<file path="src/rtl/decode_frame_ctrl.sv">
// Frame controller for the decoder core: CLEAR -> LOAD -> DECODE -> DONE per frame.
// Optional macro DECODE_FRAME_CTRL_ITER_LIMIT_EN enables MAX_ITER termination and o_max_iter_hit.
module decode_frame_ctrl #(
  parameter int LEN0     = 8,
  parameter int LEN1     = 32,
  parameter int LEN2     = 128,
  parameter int CNT_W    = 8,
  parameter int MAX_ITER = 15,
  parameter int ITER_W   = 4
) (
  input  logic              i_clk,
  input  logic              i_rst,
  input  logic              i_core_set,
  input  logic              i_core_mode,
  input  logic [1:0]        i_core_code,
  input  logic              i_core_valid,
  output logic              o_core_ready,
  output logic              o_mode,
  output logic [1:0]        o_code,
  output logic [CNT_W-1:0]  o_beat_idx,
  output logic              o_syndrome_clear_and_wen,
  output logic              o_syndrome_wen,
  output logic              o_llr_mem_wen,
  output logic              o_error_bit_saver_clear,
  output logic              o_iter_start,
  input  logic              i_iter_done,
  output logic [ITER_W-1:0] o_iter_cnt,
  input  logic              i_early_stop_pulse,
  output logic              o_early_stop,
  output logic              o_max_iter_hit,
  output logic              o_busy,
  output logic              o_done
);

`ifdef DECODE_FRAME_CTRL_ITER_LIMIT_EN
  localparam bit LIMIT_EN = 1'b1;
`else
  localparam bit LIMIT_EN = 1'b0;
`endif

  typedef enum logic [2:0] {S_IDLE, S_CLEAR, S_LOAD, S_DECODE, S_DONE} state_e;

  state_e              state_q, state_d;
  logic                mode_q, mode_d;
  logic [1:0]          code_q, code_d;
  logic [CNT_W-1:0]    beat_q, beat_d;
  logic [ITER_W-1:0]   iter_q, iter_d;
  logic                early_q, early_d;
  logic                max_hit_q, max_hit_d;
  logic                iter_start_q, iter_start_d;

  logic [CNT_W-1:0]    last_beat;
  logic [ITER_W-1:0]   iter_inc;
  logic                ready, accept, iter_last;

  always_comb begin
    case (code_q)
      2'd0:    last_beat = CNT_W'(LEN0 - 1);
      2'd1:    last_beat = CNT_W'(LEN1 - 1);
      default: last_beat = CNT_W'(LEN2 - 1);
    endcase
  end

  // A new frame request wins over a beat presented in the same cycle.
  assign ready     = (state_q == S_LOAD) && !i_core_set;
  assign accept    = ready && i_core_valid;
  assign iter_last = (iter_q == ITER_W'(MAX_ITER - 1));
  // Without the limit the counter saturates instead of wrapping.
  assign iter_inc  = (!LIMIT_EN && (iter_q == '1)) ? iter_q : iter_q + ITER_W'(1);

  always_comb begin
    state_d      = state_q;
    mode_d       = mode_q;
    code_d       = code_q;
    beat_d       = beat_q;
    iter_d       = iter_q;
    early_d      = early_q;
    max_hit_d    = max_hit_q;
    iter_start_d = 1'b0;
    if (i_core_set) begin
      mode_d    = i_core_mode;
      code_d    = (i_core_code == 2'd3) ? 2'd2 : (i_core_code == 2'd2) ? 2'd1 : 2'd0;
      beat_d    = '0;
      iter_d    = '0;
      early_d   = 1'b0;
      max_hit_d = 1'b0;
      state_d   = S_CLEAR;
    end else begin
      case (state_q)
        S_CLEAR: begin
          if (i_early_stop_pulse) early_d = 1'b1;
          state_d = S_LOAD;
        end
        S_LOAD: begin
          if (i_early_stop_pulse) early_d = 1'b1;
          if (accept) begin
            beat_d = beat_q + CNT_W'(1);
            if (beat_q == last_beat) begin
              if (!mode_q || early_q) begin
                state_d = S_DONE;
              end else begin
                state_d      = S_DECODE;
                iter_start_d = 1'b1;
              end
            end
          end
        end
        S_DECODE: begin
          if (i_iter_done) iter_d = iter_inc;
          if (i_early_stop_pulse) begin
            early_d = 1'b1;
            state_d = S_DONE;
          end else if (LIMIT_EN && i_iter_done && iter_last) begin
            max_hit_d = 1'b1;
            state_d   = S_DONE;
          end else if (i_iter_done) begin
            iter_start_d = 1'b1;
          end
        end
        S_DONE:  state_d = S_IDLE;
        default: state_d = S_IDLE;
      endcase
    end
  end

  always_ff @(posedge i_clk) begin
    if (i_rst) begin
      state_q      <= S_IDLE;
      mode_q       <= 1'b0;
      code_q       <= 2'd0;
      beat_q       <= '0;
      iter_q       <= '0;
      early_q      <= 1'b0;
      max_hit_q    <= 1'b0;
      iter_start_q <= 1'b0;
    end else begin
      state_q      <= state_d;
      mode_q       <= mode_d;
      code_q       <= code_d;
      beat_q       <= beat_d;
      iter_q       <= iter_d;
      early_q      <= early_d;
      max_hit_q    <= max_hit_d;
      iter_start_q <= iter_start_d;
    end
  end

  assign o_core_ready             = ready;
  assign o_mode                   = mode_q;
  assign o_code                   = code_q;
  assign o_beat_idx               = beat_q;
  assign o_syndrome_wen           = accept;
  assign o_syndrome_clear_and_wen = accept && (beat_q == '0);
  assign o_llr_mem_wen            = accept && mode_q;
  assign o_error_bit_saver_clear  = (state_q == S_CLEAR);
  assign o_iter_start             = iter_start_q;
  assign o_iter_cnt               = iter_q;
  assign o_early_stop             = early_q;
  assign o_max_iter_hit           = max_hit_q;
  assign o_busy                   = (state_q == S_CLEAR) || (state_q == S_LOAD) || (state_q == S_DECODE);
  assign o_done                   = (state_q == S_DONE);

endmodule

</file>
<file path="config.mk">
export PLATFORM = sky130hd
export DESIGN_NAME = decode_frame_ctrl
export DESIGN_NICKNAME = d
export VERILOG_FILES = /design/src/rtl/decode_frame_ctrl.sv
export SDC_FILE = /design/constraint.sdc
export NUM_CORES = 1
export LEC_CHECK = 0
export ABC_AREA = 0
export CORE_UTILIZATION = 51
export CTS_BUF_LIST = sky130_fd_sc_hd__clkbuf_8
export DETAILED_ROUTE_END_ITERATION = 10
export GPL_ROUTABILITY_DRIVEN = 0
export PLACE_DENSITY = 0.95
export SETUP_SLACK_MARGIN = 0.2
export SYNTH_ARGS = -nofsm -noshare
export SYNTH_HDL_FRONTEND = slang
export SYNTH_SLANG_ARGS = --single-unit
</file>
<file path="constraint.sdc">
create_clock -name i_clk -period 3 [get_ports i_clk]
set_input_delay 0.3 -clock i_clk [delete_from_list [all_inputs] [get_ports i_clk]]
set_output_delay 0.3 -clock i_clk [all_outputs]
set_load 0.02 [all_outputs]
</file>
## Yosys cells after proc, flatten, opt, wreduce, memory -nomap -nowiden

Cells that the tools add are included.

- Register bits after elaboration: 20
- Bits of input ports: 9
- Output and inout bits: 25
- Logic and storage cells: 59

- Add/subtract/negate cells: 2
- Equality and inequality tests: 15
- Multiplexer cells: 15
- Bitwise operators: 1
- Reductions and logical operators: 18

Operator list:

| operator | number |
|---|---|
| 7-bit one-hot mux with 2 select lines | 1 |
| 3-bit 2-to-1 mux | 4 |
| 3-bit one-hot mux with 3 select lines | 1 |
| 3-bit AND reduction | 3 |
| 8-bit by 1-bit adder with 8-bit output (second input constant) | 1 |
| 8-bit == test | 1 |
| 8-bit logical NOT | 1 |
| 1-bit 2-to-1 mux | 7 |
| 3-bit by 2-bit == test with 1-bit output (second input constant) | 2 |
| 3-bit != test (second input constant) | 2 |
| 4-bit by 1-bit adder with 4-bit output (second input constant) | 1 |
| 2-bit == test (second input constant) | 2 |
| 4-bit == test (second input constant) | 1 |
| 1-bit logical AND | 4 |
| 2-bit != test (second input constant) | 2 |
| 2-bit AND reduction | 2 |
| 3-bit by 1-bit == test with 1-bit output (second input constant) | 1 |
| 3-bit == test (second input constant) | 1 |
| 1-bit logical OR | 3 |
| 3-bit by 2-bit != test with 1-bit output (second input constant) | 1 |
| 3-bit OR reduction | 1 |
| 2-bit by 1-bit == test with 1-bit output (second input constant) | 1 |
| 1-bit logical NOT | 2 |
| 2-bit logical NOT | 1 |
| other kinds (5) | 5 |

## Logic depth before layout (Yosys ltp)

- Depth in word-level cells: 7
- Depth in mapped cells: 6
- Mapped depth without buffers: 5

## Worst setup path after synthesis

Ideal clock, no wire load.

- Path kind: reg2out
- From: reg state_q[0]
- To: out o_syndrome_clear_and_wen
- Data arrival time: 1,329 ps
- Required time: 2,700 ps
- Path slack: 1,371 ps
- Cell stages (with the launch flop): 5
- Path buffers: 2
- Cells stage by stage: dfxtp_1 -> buf_4 -> nor4b_4 -> buf_2 -> and3_1

- Cells in the longest elaborated chain, start to end: 4

Ends and longest elaborated chain:

| element | line | RTL |
|---|---|---|
| start, declared | 43 | `state_e state_q, state_d;` |
| start signal, assigned | 137 | `state_q <= state_d;` |
| 3-bit by 2-bit == test with 1-bit output | 65 | `assign ready = (state_q == S_LOAD) && !i_core_set;` |
| 1-bit logical AND | 65 |  |
| net o_core_ready | 17 | `output logic o_core_ready,` |
| 1-bit logical AND | 66 | `assign accept = ready && i_core_valid;` |
| 1-bit logical AND | 153 | `assign o_syndrome_clear_and_wen = accept && (beat_q == '0);` |
| end, declared | 21 | `output logic o_syndrome_clear_and_wen,` |

The timed path passes the listed nets, and every way through them passes these cells.

## Final worst setup path

- From: in i_core_set
- To: out o_syndrome_wen

- Cells in the longest elaborated chain, start to end: 3

Ends and longest elaborated chain:

| element | line | RTL |
|---|---|---|
| start, declared | 13 | `input logic i_core_set,` |
| 1-bit logical NOT | 65 |  |
| 1-bit logical AND | 65 |  |
| 1-bit logical AND | 66 |  |
| end, declared | 22 | `output logic o_syndrome_wen,` |

Every way passes these cells.

==> results by group <==
Timing
  – Max Clk Rate: 0.3917 GHz
  – RSZ-0062 raised after global routing: false
  – Crit share post-route: 0.8510
  – Clk_skew: approximately 0.93 ps
  – Final setup viols: 0
  – Final setup TNS: 0 ps
  – Final Critical Period: 2553 ps
  – Slew Viols, Final: 0
  – Final Hold Vio Count: 0

Clock network
  – Clk sinks: 20
  – Worst skew pair latency: 250 ps
  – TritonCTS buffer count: 3
  – CTS tree: built
  – # H-tree levels: 1
  – CTS Hold Buffers Added: 0
  – CTS Buffer Depth: 2
  – CTS resizes: 0
  – Post-CTS setup buffers: 0
  – Clock slew at reported path FFs: 70 ps
  – Root buf cell: clkbuf_8

Drt
  – Routed wire length: around 2.4 mm
  – Vias/cell: between 5 and 6
  – DRC: 0
  – Routed len/inst: between 10 and 15 um
  – 1st-iter DRT viols: 17
  – Antenna viol nets, final: 0
  – DR pass1 iterations: 4
  – Routed via count: approximately 1000

Power
  – Net switching power: between 0.1 and 0.15 mW
  – Leak Pwr: between 0.5 and 0.6 nW
  – Max VDD drop: 0.2699 mV
  – Sequential share of power: 0.523
  – Sw Ratio: 0.2164
  – Clock Power Share: 0.380
  – PD cells: 361.5 nW/um2
  – Internal power: approximately 0.41 mW
  – Combinational Power Share: 0.098

Synth
  – Yosys top cell by area: dfxtp_1
  – Library cells used by synthesis: 42
  – Mux cell area share after synthesis: 0.03725
  – Post-Synth Simple-Gate Area: 0.3469
  – Synthesized area: 1075 um2
  – Area contributors post-synth: dfxtp_1, xor2_1, nor2_1
  – Compound-Gate Fraction of Synth Area: 0.08964
  – Synth Area in Adders: 0.03492
  – Avg Cell Area, Syn: approximately 8.5 um2
  – Post-Synth XOR/XNOR Area: 0.06519
  – Largest family of logic cells by synthesized area: simple AND/OR/NAND/NOR gates
  – Synthesized instance count: ~130
  – Fraction of registers with async set/reset: 0
  – Number of synthesized flops with an enable pin: 0
  – Sequential area share after synthesis: 0.3725
  – YS warnings: 0
  – Syn nets: about 140
  – #FFs+latches synth: 20
  – Post-synth top area share: 0.3725
  – Top FF cell, synth: dfxtp_1

Critical path
  – Startpoint Class: input port
  – Arr. time, crit path: roughly 2300 ps
  – CP max stage delay: 600 ps
  – Worst EP required: 2700 ps
  – Worst setup EP type: output port
  – Critical path type: input port to output port
  – Critical path's slowest cell: clkdlybuf4s50_1
  – CP most frequent cell: clkdlybuf4s50_1
  – Worst-path maximum fanout: 13
  – CP Cell Sequence: clkdlybuf4s50_1 > nor4b_4 > buf_4 > nand2_2 > inv_1 > clkdlybuf4s50_1

Layout
  – Ant diodes: 0
  – Layout Nets: 169
  – Final instance area: 1449 um2
  – Synth-to-Final Area Change: 34.81%
  – Share of cells above drive strength 1: 0.04487
  – Number of fill cells: approximately 170

Die
  – Die X: between 40 and 50 um
  – Initial Util: 0.5478
  – Die height: roughly 48 um
  – Core Area: about 2000 um2
  – I/O pin count: 34
  – Die area: between 2000 and 2500 um2
  – Site Rows: 16

Global routing
  – First-pass GRT wire length: ~3.8 mm
  – Total track usage: 0.2296
  – GRT Residual Overflow: 0
  – Antenna violations before repair: 0
  – Vias in the first global route: 831
  – Largest net degree at the start of global routing: 15

Placement
  – Placed Instance Area: between 1000 and 1500 um2
  – HPWL Detailed: between 1.5 and 2 mm
  – Port buffer count: 32

Worst hold path
  – Worst hold path class: flop to flop

Run status
  – Status: finished clean

Job
  – Max cap viols: 0
==> flip-flops by register name, indices dropped and copies added, names as in the netlist <==
register,cells
o_early_stop,1
state_q,3
o_iter_cnt,4
o_code,2
o_beat_idx,8
o_mode,1
o_iter_start,1
==> cells in the mapped netlist (all sizes together), types with 2 or more instances <==
cell type,number
nand2,8
nand4,3
xor2,7
dfxtp,20
ha,3
and3,6
nor2,16
and2,4
clkbuf,3
nor2b,2
nand3,9
nand2b,3
buf,4
mux2i,4
nor3,2
inv,3
a21boi,2
a21oi,6
and4b,2
==> routing by layer <==
metal,part of all wire,GRT usage,vias to the layer above,routed length [um]
met5,0,0,-,0
met4,0.0088,0.1056,0,21
met3,0.037,0.02642,4,89
met2,0.50,0.3730,22,1190
met1,0.45,0.3025,493,1077
li1,-,-,498,-
==> cell usage in the layout, fill, tap and decap left out, drive strengths merged, types with 2 or more instances in the layout <==
cell	instances
a21boi	2
and2	4
inv	3
nand2b	3
clkbuf	4
nand3	9
nand4	3
nand2	8
and3	6
a21oi	6
mux2i	4
clkdlybuf4s50	32
nor2	16
ha	3
nor2b	2
xor2	7
dfxtp	20
and4b	2
nor3	2
==> through the flow <==
stage / util / cells / power, mW / setup WS [ps] / hold slack [ps]
4_1_cts: 0.7385 / 183 / 0.5286 / 446.3 / 513.4
6_report: 0.7385 / 183 / 0.5237 / 446.9 / 506.5
3_3_place_gp: 0.7105 / 179 / 0.3292 / 500.7 / 468.6
5_1_grt: 0.7385 / 183 / 0.5471 / 315.4 / 558.3
3_5_place_dp: 0.7105 / 179 / 0.3303 / 459.5 / 501.6
2_1_floorplan: - / 126 / 0.3089 / 1371 / 369.1
==> path summary, 6_finish.rpt <==
path         startpoint             end  slack [ps]  cells past startpoint
max          i_core_set  o_syndrome_wen         450                      6
min           o_code[0]       o_code[0]         510                      2
min reg2reg   o_code[0]       o_code[0]         510                      2
max reg2reg  state_q[0]   o_beat_idx[6]        1300                      5
==> worst max-delay path: cells and delay by family <==
family,cells,cell delay [ps]
simple gates,2,460
buf+inv,4,1480
==> power groups by stage <==
stage          Clock, mW  Sequential [mW]  Combinational, mW
4_1_cts            0.204            0.274             0.0512
2_1_floorplan          0            0.280             0.0292
3_3_place_gp           0            0.280             0.0495
6_report           0.199            0.274             0.0511
3_5_place_dp           0            0.280             0.0506
5_1_grt            0.217            0.274             0.0554
==> cells by family (layout without fill, tap and decap cells) <==
| logic type | Yosys count | after routing |
|---|---|---|
| AOI/OAI and AO/OA | 15 | 15 |
| muxes | 4 | 4 |
| DFF | 20 | 20 |
| and+or+nand+nor | 65 | 65 |
| adders and majority gates | 3 | 3 |
| other | 1 | 1 |
| buffers and inverters | 10 | 40 |
| xor gates and xnor gates | 8 | 8 |
==> layout make-up <==
cell class,instances,area (um2),share of cell area
sequential,20,400.4,0.2763
timing repair buffer,33,327.8,0.2263
inverter,3,11.26,0.007772
multi-input combinational,96,620.6,0.4283
tap,27,33.78,0.02332
clock buffer,4,55.05,0.03800
Power figures use the tool's default switching activity.
